File: config.mk
export PLATFORM = sky130hd
export DESIGN_NAME = register_file_2r1w
export DESIGN_NICKNAME = d
export VERILOG_FILES = /design/src/rtl/register_file_2r1w.sv
export SDC_FILE = /design/constraint.sdc
export NUM_CORES = 1
export LEC_CHECK = 0
export CORE_AREA = 2 2 72 74
export CTS_CLUSTER_SIZE = 24
export DETAILED_ROUTE_END_ITERATION = 8
export DIE_AREA = 0 0 74 76
export DONT_BUFFER_PORTS = 1
export PLACE_DENSITY = 0.76
export SYNTH_ARGS = -nofsm -noshare
export SYNTH_HDL_FRONTEND = slang
export SYNTH_SLANG_ARGS = --single-unit
File: constraint.sdc
create_clock -name clk -period 1.2 [get_ports clk]
set_input_delay 0.18 -clock clk [delete_from_list [all_inputs] [get_ports clk]]
set_output_delay 0.18 -clock clk [all_outputs]
set_load 0.02 [all_outputs]
File: src/rtl/register_file_2r1w.sv
// register_file_2r1w: parametrised register file with one synchronous write
// port and two independent combinational read ports. Each entry carries a
// "written since reset" flag, and wr_count tracks how many entries are valid.
// Optional same-cycle write-to-read bypass and optional hard-wired zero entry.
module register_file_2r1w #(
  parameter int                WIDTH     = 8,
  parameter int                ADDR_W    = 2,
  parameter int                BYPASS    = 1,
  parameter int                ZERO_REG  = 0,
  parameter logic [WIDTH-1:0]  RESET_VAL = '0
) (
  input  logic              clk,
  input  logic              rst,
  input  logic              w_en,
  input  logic [ADDR_W-1:0] w_addr,
  input  logic [WIDTH-1:0]  w_data,
  input  logic [ADDR_W-1:0] r0_addr,
  output logic [WIDTH-1:0]  r0_data,
  output logic              r0_valid,
  input  logic [ADDR_W-1:0] r1_addr,
  output logic [WIDTH-1:0]  r1_data,
  output logic              r1_valid,
  output logic [ADDR_W:0]   wr_count
);

  localparam int DEPTH = 1 << ADDR_W;

  logic [WIDTH-1:0] mem [DEPTH];
  logic [DEPTH-1:0] valid;
  logic             write_ok;
  logic             r0_zero;
  logic             r1_zero;
  logic             r0_hit;
  logic             r1_hit;

  // A write only takes effect when enabled and not aimed at the zero entry.
  // Reset is handled separately: it dominates both storage and bypass.
  assign write_ok = w_en && !((ZERO_REG != 0) && (w_addr == '0));

  assign r0_zero = (ZERO_REG != 0) && (r0_addr == '0);
  assign r1_zero = (ZERO_REG != 0) && (r1_addr == '0);

  // Bypass hits: same-cycle forwarding of w_data to a matching read port.
  assign r0_hit = (BYPASS != 0) && !rst && write_ok && (w_addr == r0_addr);
  assign r1_hit = (BYPASS != 0) && !rst && write_ok && (w_addr == r1_addr);

  // Storage, valid flags and count of distinct written entries.
  always_ff @(posedge clk) begin
    if (rst) begin
      for (int i = 0; i < DEPTH; i++) begin
        mem[i] <= RESET_VAL;
      end
      valid    <= '0;
      wr_count <= '0;
    end else if (write_ok) begin
      mem[w_addr]   <= w_data;
      valid[w_addr] <= 1'b1;
      // Only a first write to an entry grows the count; overwrites do not.
      if (!valid[w_addr]) begin
        wr_count <= wr_count + {{ADDR_W{1'b0}}, 1'b1};
      end
    end
  end

  // Read port 0: zero entry first, then bypass, then stored contents.
  always_comb begin
    r0_data  = mem[r0_addr];
    r0_valid = valid[r0_addr];
    if (r0_zero) begin
      r0_data  = '0;
      r0_valid = 1'b1;
    end else if (r0_hit) begin
      r0_data  = w_data;
      r0_valid = 1'b1;
    end
  end

  // Read port 1: same selection order as port 0, fully independent.
  always_comb begin
    r1_data  = mem[r1_addr];
    r1_valid = valid[r1_addr];
    if (r1_zero) begin
      r1_data  = '0;
      r1_valid = 1'b1;
    end else if (r1_hit) begin
      r1_data  = w_data;
      r1_valid = 1'b1;
    end
  end

endmodule

==> impl_metrics.ini, run 1 <==
[grt]
grtUsageTotal_pct = 19.3
first_global_vias = 1517
grt_antenna_before_repair = 0
grt_pass1_wl_um = 7760
grt_max_degree = 13
overflow = 0

[timing]
drv_slew = 0
tightest_slew_ps = 435
hold_ws_ps = 41.4
post-route-min-period_ps = 1680
period_share_pct = 140
setup_viol_count_final = 19
max_freq_mhz = 597
hold_violations = 0
maxSlewHeadroom_pct = 71.0
finClkSkew_ps = 0.785
final.setup.tns_ps = -7770
setup_ws_ps = -476
rsz0062_at_grt = yes

[yosys]
syn_area_sq_um = 2360
muxShareOfSynthArea_pct = 29.8
synth.most_common_cell = edfxtp_1
avgSynthCellArea_sq_um = 13.8
synth_compound_area_share_pct = 3.03
ys_top_cells_by_area = edfxtp_1, mux4_2, mux2_4
synth-seq-cells = 39
ys.flop_type = edfxtp_1
synth.net_count = 189
synth-simple-area-share_pct = 11.6
synthAdderAreaFrac_pct = 0.531
ys_types = 28
yosys.area.top_type_share_pct = 40.8
synthArstFlopShare_pct = 0
synthTopCellsByCount = edfxtp_1, nor2_1, mux4_2, mux2_4
yosysSeqAreaShare_pct = 46.7
synth_edf_count = 32
yosysWarnings = 0
synthCells = 171
synth_xor_area_share_pct = 3.24
synth_top_family_by_area = multiplexers
yosysTopAreaCell = edfxtp_1

[layout]
n_antenna_cell = 0
drive_gt1_share_pct = 44.8
nFillCells = 389
register_area_sq_um = 1110
syn_to_final_growth_pct = 15.5
multi_input_area_sq_um = 1210
final_cells = 253
nNetsFinal = 200

[power_and_ir_drop]
internal_power_w = 0.00276
worst_ir_drop_vdd_mv = 0.562
power_frac_comb_pct = 19.1
p_sw_w = 0.000823
p_seq_share_pct = 45.3
power.leakage_nw = 1.08
power_switching_share_pct = 22.9
p_per_area_nw_per_um2 = 1320
pwr-share-clk_pct = 35.5

[clocking]
h-tree-depth = 2
worstSkewPairLatency_ps = 290
clockBufferDepth = 2
cts_tree = done
root_buffer = clkbuf_8
cts_made_buffers = 5
clock-sinks = 39
clk_pin_slew_ps = 70

[placement]
dpl_worst_slack_ps = -162
dp_hpwl_um = 3580
place_inst = 237
io_buffers = 0
gp_congestion = 0.796

[floorplan]
start_util_pct = 48.0
die_area_sq_um = 5620
die_h_um = 76
fp.dieW_um = 74
rows = 26
coreArea_sq_um = 4910
ios = 38

[critical_path]
crit_fanout = 2
cp-start-kind = flip-flop
crit_path_end_kind = primary output
required_ps = 1020
critPathKind = flip-flop to primary output
cp.arrival_ps = 1500

[route]
drt-initial-drc-count = 73
drt-total-wl_um = 5000
dr.pass1.iters = 5
vias_per_cell = 5.64
vias = 1427
drc = 0
wl_per_cell_um = 19.8
ant_nets = 0

[status]
run_status = complete, but fails checks
violations = setup timing

[flow_run]
maxCapViolCount = 0

[hold_path]
hold_class = primary input to flip-flop
[stage by stage]
stage	total power, W	utilization [%]	cell area [sq um]
2_1_floorplan	0.00223	-	2390
3_3_place_gp	0.00225	49.9	2450
3_5_place_dp	0.00229	49.9	2450
4_1_cts	0.00358	54.5	2680
5_1_grt	0.00371	55.4	2720
6_report	0.00359	55.4	2720
[layout by cell type (no fill, tap or decap), types with 3 or more instances in the layout]
master	n
a21o_1	4
a21oi_1	4
buf_4	12
clkbuf_8	5
dfxtp_2	4
edfxtp_1	32
inv_1	8
mux2_4	18
mux4_2	18
nand2_1	8
nand2b_1	4
nor2_1	31
nor2b_1	4
xnor2_2	3
[critical path, cell delays in order, from the launching register on]
cell      delay [ps]
edfxtp_1         410
mux4_2           490
mux2_4           310
[logic make-up after synthesis]
kind of cell	count (synthesis)
simple gates	56
flops	39
fa+ha+maj	1
buf+inv	22
xor+xnor	4
mux	39
compound gates	10
[worst paths after layout]
path / slack [ps] / start / endpoint / depth (start not counted)
setup / recovery: -480 / mem[3][3]$_DFFE_PP_ / r0_data[3] / 2
hold reg to reg: 600 / valid[1]$_SDFFE_PP0P_ / valid[1]$_SDFFE_PP0P_ / 3
setup reg to reg: -30 / wr_count[0]$_SDFFE_PP0P_ / wr_count[2]$_SDFFE_PP0P_ / 4
hold / removal: 40 / w_en / valid[2]$_SDFFE_PP0P_ / 2
[layout make-up]
cell class	count	share of cell area, %
Clock buffer	6	2.67
Clock inverter	2	2.21
Multi-Input combinational cell	110	44.4
Sequential cell	39	40.9
Inverter	10	1.38
Tap cell	70	3.22
Timing Repair Buffer	16	5.24
[state kept, by name (all words and copies together), names as in the netlist]
register / count
mem: 32
valid: 4
wr_count: 3
[timing repair]
action	in CTS	in global routing
pin swaps	4	3
endpoints found under the hold margin	4	0
setup buffers	4	4
hold buffers	1	0
gates resized for setup	16	6
setup endpoints to repair	19	20
[per-layer routing]
metal | track usage (%) | wire, um | vias to the layer above
met4 | 9.27 | 90 | 0
li1 | - | - | 640
met5 | 0 | 0 | -
met2 | 32.1 | 2690 | 65
met1 | 22.2 | 1770 | 712
met3 | 5.69 | 446 | 10
[power by group through the flow]
stage | Clock [W] | Combinational (W) | Sequential, W
floorplan | 0 | 0.000586 | 0.00165
CTS | 0.00129 | 0.000664 | 0.00163
finish | 0.00127 | 0.000686 | 0.00163
global route | 0.00135 | 0.000724 | 0.00164
global placement | 0 | 0.000610 | 0.00164
detailed placement | 0 | 0.000631 | 0.00166
Note: power is estimated with default switching activity, not from simulation.
==> run 2: changes to the inputs <==
==> constraint.sdc (replaced) <==
create_clock -name clk -period 1.2 [get_ports clk]
set_input_delay 0.24 -clock clk [delete_from_list [all_inputs] [get_ports clk]]
set_output_delay 0.24 -clock clk [all_outputs]
set_load 0.02 [all_outputs]
==> run 2 against run 1 <==
  * The run still ends with setup timing left
  * Cell count stayed put
  * Setup slack worse by 41 ps
  * Clock skew is 0.54 ps higher
  * Non-clock buffer count stayed put
  * Via count is 0.98% higher
  * Critical endpoint is now r1_data[7]
  * Highest routed layer unchanged
==> impl_metrics.ini, run 2 (synthesis gave the netlist of run 1 again) <==
[grt]
grt_pass1_wl_um = 7090
overflow = 0
grt.busiest_layer = met2
grt_antenna_before_repair = 0
met3_usage_pct = 4.37
met1_usage_pct = 17.6
first_global_vias = 1474
grtUsageMet2_pct = 32.3
grtUsageTotal_pct = 17.4
grt_max_degree = 13

[layout]
regMostFlops = mem
register_area_sq_um = 1120
syn_to_final_growth_pct = 16.8
drive_gt1_share_pct = 44.8
n_antenna_cell = 0
reg_top3 = mem: 32 flops, valid: 4 flops, wr_count: 3 flops
nFillCells = 394
final_cells = 253
multi_input_area_sq_um = 1210
nNetsFinal = 200
mostFrequentLayoutCells = edfxtp_1, nor2_1, mux4_2, mux2_4, buf_4
final_common_cell = edfxtp_1
largest_reg_flops = 32

[clocking]
clk_pin_slew_ps = 80
clock-sinks = 39
root_buffer = clkbuf_8
cts_tree = done
clockBufferDepth = 2
worstSkewPairLatency_ps = 290
cts_made_buffers = 5
h-tree-depth = 2

[critical_path]
crit_fanout = 2
timing.rr.start = wr_count[1]$_SDFFE_PP0P_
worst_r2r_path_depth = 4
required_ps = 960
crit_start = mem[3][7]$_DFFE_PP_
rr_endpoint = wr_count[2]$_SDFFE_PP0P_
r2r_setup_slack_ps = -40
critPathKind = flip-flop to primary output
cp.arrival_ps = 1480
cp-start-kind = flip-flop
crit_path_end_kind = primary output

[placement]
io_buffers = 0
dp_hpwl_um = 3370
dpl_worst_slack_ps = -244
gp_congestion = 0.775
place_inst = 238

[route]
vias = 1441
dr.pass1.iters = 4
ant_nets = 0
drt-total-wl_um = 4630
wl_per_cell_um = 18.3
drc = 0
vias_per_cell = 5.70
drt-initial-drc-count = 91

[timing]
tightest_slew_ps = 352
drv_slew = 0
maxSlewHeadroom_pct = 76.5
post-route-min-period_ps = 1720
hold_violations = 0
rsz0062_at_grt = yes
max_freq_mhz = 582
setup_viol_count_final = 19
finClkSkew_ps = 1.33
period_share_pct = 143
setup_ws_ps = -517

[power_and_ir_drop]
power_frac_comb_pct = 19.4
power.leakage_nw = 1.09
power_switching_share_pct = 22.5
p_sw_w = 0.000807
internal_power_w = 0.00278
p_seq_share_pct = 45.4
worst_ir_drop_vdd_mv = 0.530
pwr-share-clk_pct = 35.2
p_per_area_nw_per_um2 = 1300

[flow_run]
maxCapViolCount = 0

[floorplan]
die_h_um = 76
ios = 38
die_area_sq_um = 5620
start_util_pct = 48.0
fp.dieW_um = 74
rows = 26
coreArea_sq_um = 4910

[status]
run_status = complete, but fails checks
violations = setup timing

[hold_path]
hold_path_end = valid[2]$_SDFFE_PP0P_
hold_path_depth = 2
hp-start = w_en
hold_class = primary input to flip-flop
[run 2: layer usage]
layer / wire length (um) / part of all wire [%]
met1: 1560 / 34
met2: 2640 / 57
met3: 279 / 6.0
met4: 149 / 3.2
met5: 0 / 0
[run 2: power groups by stage]
stage	registers [W]	logic, W	clock network [W]
after global placement	0.00164	0.000629	0
after CTS	0.00163	0.000680	0.00128
after global routing	0.00164	0.000732	0.00133
final	0.00163	0.000695	0.00126
after detailed placement	0.00166	0.000650	0
after floorplan	0.00165	0.000592	0
[run 2: worst max-delay path by stage]
stage / to / slack (ps) / depth (start not counted)
after floorplan: r1_data[0] / -190 / 3
after global placement: r0_data[5] / -210 / 3
after detailed placement: r0_data[3] / -240 / 3
after CTS: r1_data[7] / -530 / 2
after global routing: r0_data[1] / -560 / 2
final: r1_data[7] / -520 / 2
[run 2: worst max-delay path, stage by stage, from the launching register on]
cell	delay, ps
edfxtp_1	390
mux4_2	490
mux2_4	310
[run 2: area by class of cell]
type	instances	share of cell area (%)
tap	70	3.18
multi-input combinational	110	44.0
clock buffer	6	2.64
inverter	10	1.36
clock inverter	2	2.18
sequential	39	40.5
timing repair buffer	16	6.09
[run 2: through the flow]
stage / instance area, sq um / total power, W / setup TNS (ps) / util, % / hold WS, ps
after global routing: 2750 / 0.00370 / -9400 / 56.0 / 88.1
final: 2750 / 0.00358 / -8580 / 56.0 / 88.4
after floorplan: 2410 / 0.00224 / -3280 / - / 410
after global placement: 2500 / 0.00227 / -3740 / 50.9 / 315
after detailed placement: 2500 / 0.00231 / -4180 / 50.9 / 317
after CTS: 2700 / 0.00359 / -8770 / 55.0 / 81.4
[run 2: what timing repair did]
action	CTS	global route
buffers inserted	4	2
endpoints found under the setup margin	20	20
hold endpoints to repair	4	0
gates resized for setup	13	7
pin swaps	6	4
hold buffers	1	0
==> run 3: changes to the inputs <==
--- a/config.mk
+++ b/config.mk
@@ -11,6 +11,7 @@
 export DIE_AREA = 0 0 74 76
 export DONT_BUFFER_PORTS = 1
 export PLACE_DENSITY = 0.76
+export RECOVER_POWER = 25
 export SYNTH_ARGS = -nofsm -noshare
 export SYNTH_HDL_FRONTEND = slang
 export SYNTH_SLANG_ARGS = --single-unit
==> constraint.sdc (replaced) <==
create_clock -name clk -period 1.2 [get_ports clk]
set_input_delay 0.12 -clock clk [delete_from_list [all_inputs] [get_ports clk]]
set_output_delay 0.12 -clock clk [all_outputs]
set_load 0.02 [all_outputs]
==> run 3 against run 2 <==
  * The flow still finishes with violations (setup timing)
  * Sequential cell count did not move
  * Setup slack improved by 120 ps
  * Largest cell class unchanged
  * Cell count decreased by 0.79%
  * Count of clock-buffer cells in the layout stayed put
  * Clock skew down 0.63 ps
  * Highest routed layer unchanged
  * Maximum frequency rose by 7.2%
  * Sequential power about the same
==> impl_metrics.ini, run 3 (synthesis gave the netlist of run 1 again) <==
[clocking]
clock-sinks = 39
root_buffer = clkbuf_8
cts_made_buffers = 5
h-tree-depth = 2
clockBufferDepth = 2
worstSkewPairLatency_ps = 290
clk_pin_slew_ps = 70
cts_tree = done

[floorplan]
die_area_sq_um = 5620
rows = 26
ios = 38
fp.dieW_um = 74
die_h_um = 76
coreArea_sq_um = 4910
start_util_pct = 48.0

[critical_path]
cp.arrival_ps = 1480
crit_start = mem[3][5]$_DFFE_PP_
rr_endpoint = wr_count[2]$_SDFFE_PP0P_
cp-start-kind = flip-flop
cp.depth = 2
timing.rr.start = wr_count[0]$_SDFFE_PP0P_
r2r_setup_slack_ps = -40
crit_path_end_kind = primary output
worst_r2r_path_depth = 4
crit_fanout = 2
cp_top_family = multiplexers
critPathKind = flip-flop to primary output
cp-endpoint = r0_data[5]
slowest_stage = mux4_2
critPathBufInv = 0
cp_cell_sequence = mux4_2 > mux2_4
max_stage_delay_ps = 490
required_ps = 1080

[status]
run_status = complete, but fails checks
violations = setup timing

[layout]
largest_reg_flops = 32
mostFrequentLayoutCells = edfxtp_1, nor2_1, mux4_2, mux2_4
nFillCells = 389
register_area_sq_um = 1120
n_antenna_cell = 0
nNetsFinal = 198
syn_to_final_growth_pct = 11.9
multi_input_area_sq_um = 1200
regMostFlops = mem
drive_gt1_share_pct = 39.8
reg_top3 = mem: 32 flops, valid: 4 flops, wr_count: 3 flops
final_common_cell = edfxtp_1

[grt]
grt_pass1_wl_um = 7490
grt_antenna_before_repair = 0
grtUsageMet2_pct = 33.7
grtUsageTotal_pct = 18.4
overflow = 0
met1_usage_pct = 20.1
met3_usage_pct = 4.50
grt.busiest_layer = met2
first_global_vias = 1492
grt_max_degree = 13

[timing]
period_share_pct = 133
drv_slew = 0
setup_viol_count_final = 20
post-route-min-period_ps = 1600
final.setup.tns_ps = -6580
rsz0062_at_grt = yes
setup_ws_ps = -401
maxSlewHeadroom_pct = 71.6
hold_violations = 0
tightest_slew_ps = 426
max_freq_mhz = 624
finClkSkew_ps = 0.700

[placement]
dpl_worst_slack_ps = -103
io_buffers = 0
gp_congestion = 0.827
dp_hpwl_um = 3370

[power_and_ir_drop]
worst_ir_drop_vdd_mv = 0.431
power.leakage_nw = 1.03
p_per_area_nw_per_um2 = 1180

[route]
drt-total-wl_um = 4760
drt-initial-drc-count = 113
wl_per_cell_um = 19.0
vias = 1411
ant_nets = 0
drc = 0
dr.pass1.iters = 4
vias_per_cell = 5.62

[flow_run]
maxCapViolCount = 0

[hold_path]
hold_class = primary input to flip-flop
==> run 3: cell types whose count changed in the layout (fill, tap and decap cells not counted), sizes merged <==
cell / change
buf: -7
bufinv: -2
clkbuf: +3
clkinv: +2
dlygate4sd3: +2
==> run 3: cell type report <==
type | count | area share [%]
multi-input cells | 110 | 45.7
flip-flops and latches | 39 | 42.4
repair buffers | 14 | 4.13
well taps | 70 | 3.32
clock buffers | 6 | 2.75
inverters | 10 | 1.42
clock inverters | 2 | 0.285
==> run 3: report_power, final <==
| part | switching (W) | leakage [nW] | internal (W) |
|---|---|---|---|
| Sequential | 0.0000571 | 0.376 | 0.00157 |
| Combinational | 0.000314 | 0.618 | 0.000343 |
| Clock | 0.000430 | 0.0403 | 0.000396 |
| Total | 0.000801 | 1.03 | 0.00231 |
==> run 3: stage by stage <==
stage               instances  hold WS, ps  instance area, sq um  util (%)  power (W)
floorplan                 171          290                  2380         -    0.00222
global placement          234          195                  2420      49.3    0.00223
detailed placement        234          198                  2420      49.3    0.00227
CTS                       248         2.62                  2610      53.1    0.00311
global route              251         13.2                  2640      53.7    0.00323
finish                    251        0.438                  2640      53.7    0.00311
==> run 3: what timing repair did <==
action / 4_1_cts / 5_1_grt
setup buffers: 3 / 3
resized for setup: 17 / 5
hold buffers: 3 / 0
pin swaps: 3 / 2
setup endpoints to repair: 19 / 20
endpoints found under the hold margin: 5 / 0
==> run 3: how the worst min path moves through the flow <==
stage	from	endpoint	slack, ps	cells after the start
3_3_place_gp	rst	valid[3]$_SDFFE_PP0P_	190	1
3_5_place_dp	rst	valid[1]$_SDFFE_PP0P_	200	1
2_1_floorplan	rst	wr_count[1]$_SDFFE_PP0P_	290	2
4_1_cts	rst	wr_count[1]$_SDFFE_PP0P_	3	2
6_report	rst	wr_count[1]$_SDFFE_PP0P_	0.4	2
5_1_grt	rst	wr_count[1]$_SDFFE_PP0P_	10	2
==> run 3: routing by layer <==
| layer | routed length, um | share of wire [%] |
|---|---|---|
| met5 | 0 | 0 |
| met3 | 298 | 6.3 |
| met4 | 69 | 1.5 |
| met1 | 1700 | 36 |
| met2 | 2690 | 57 |
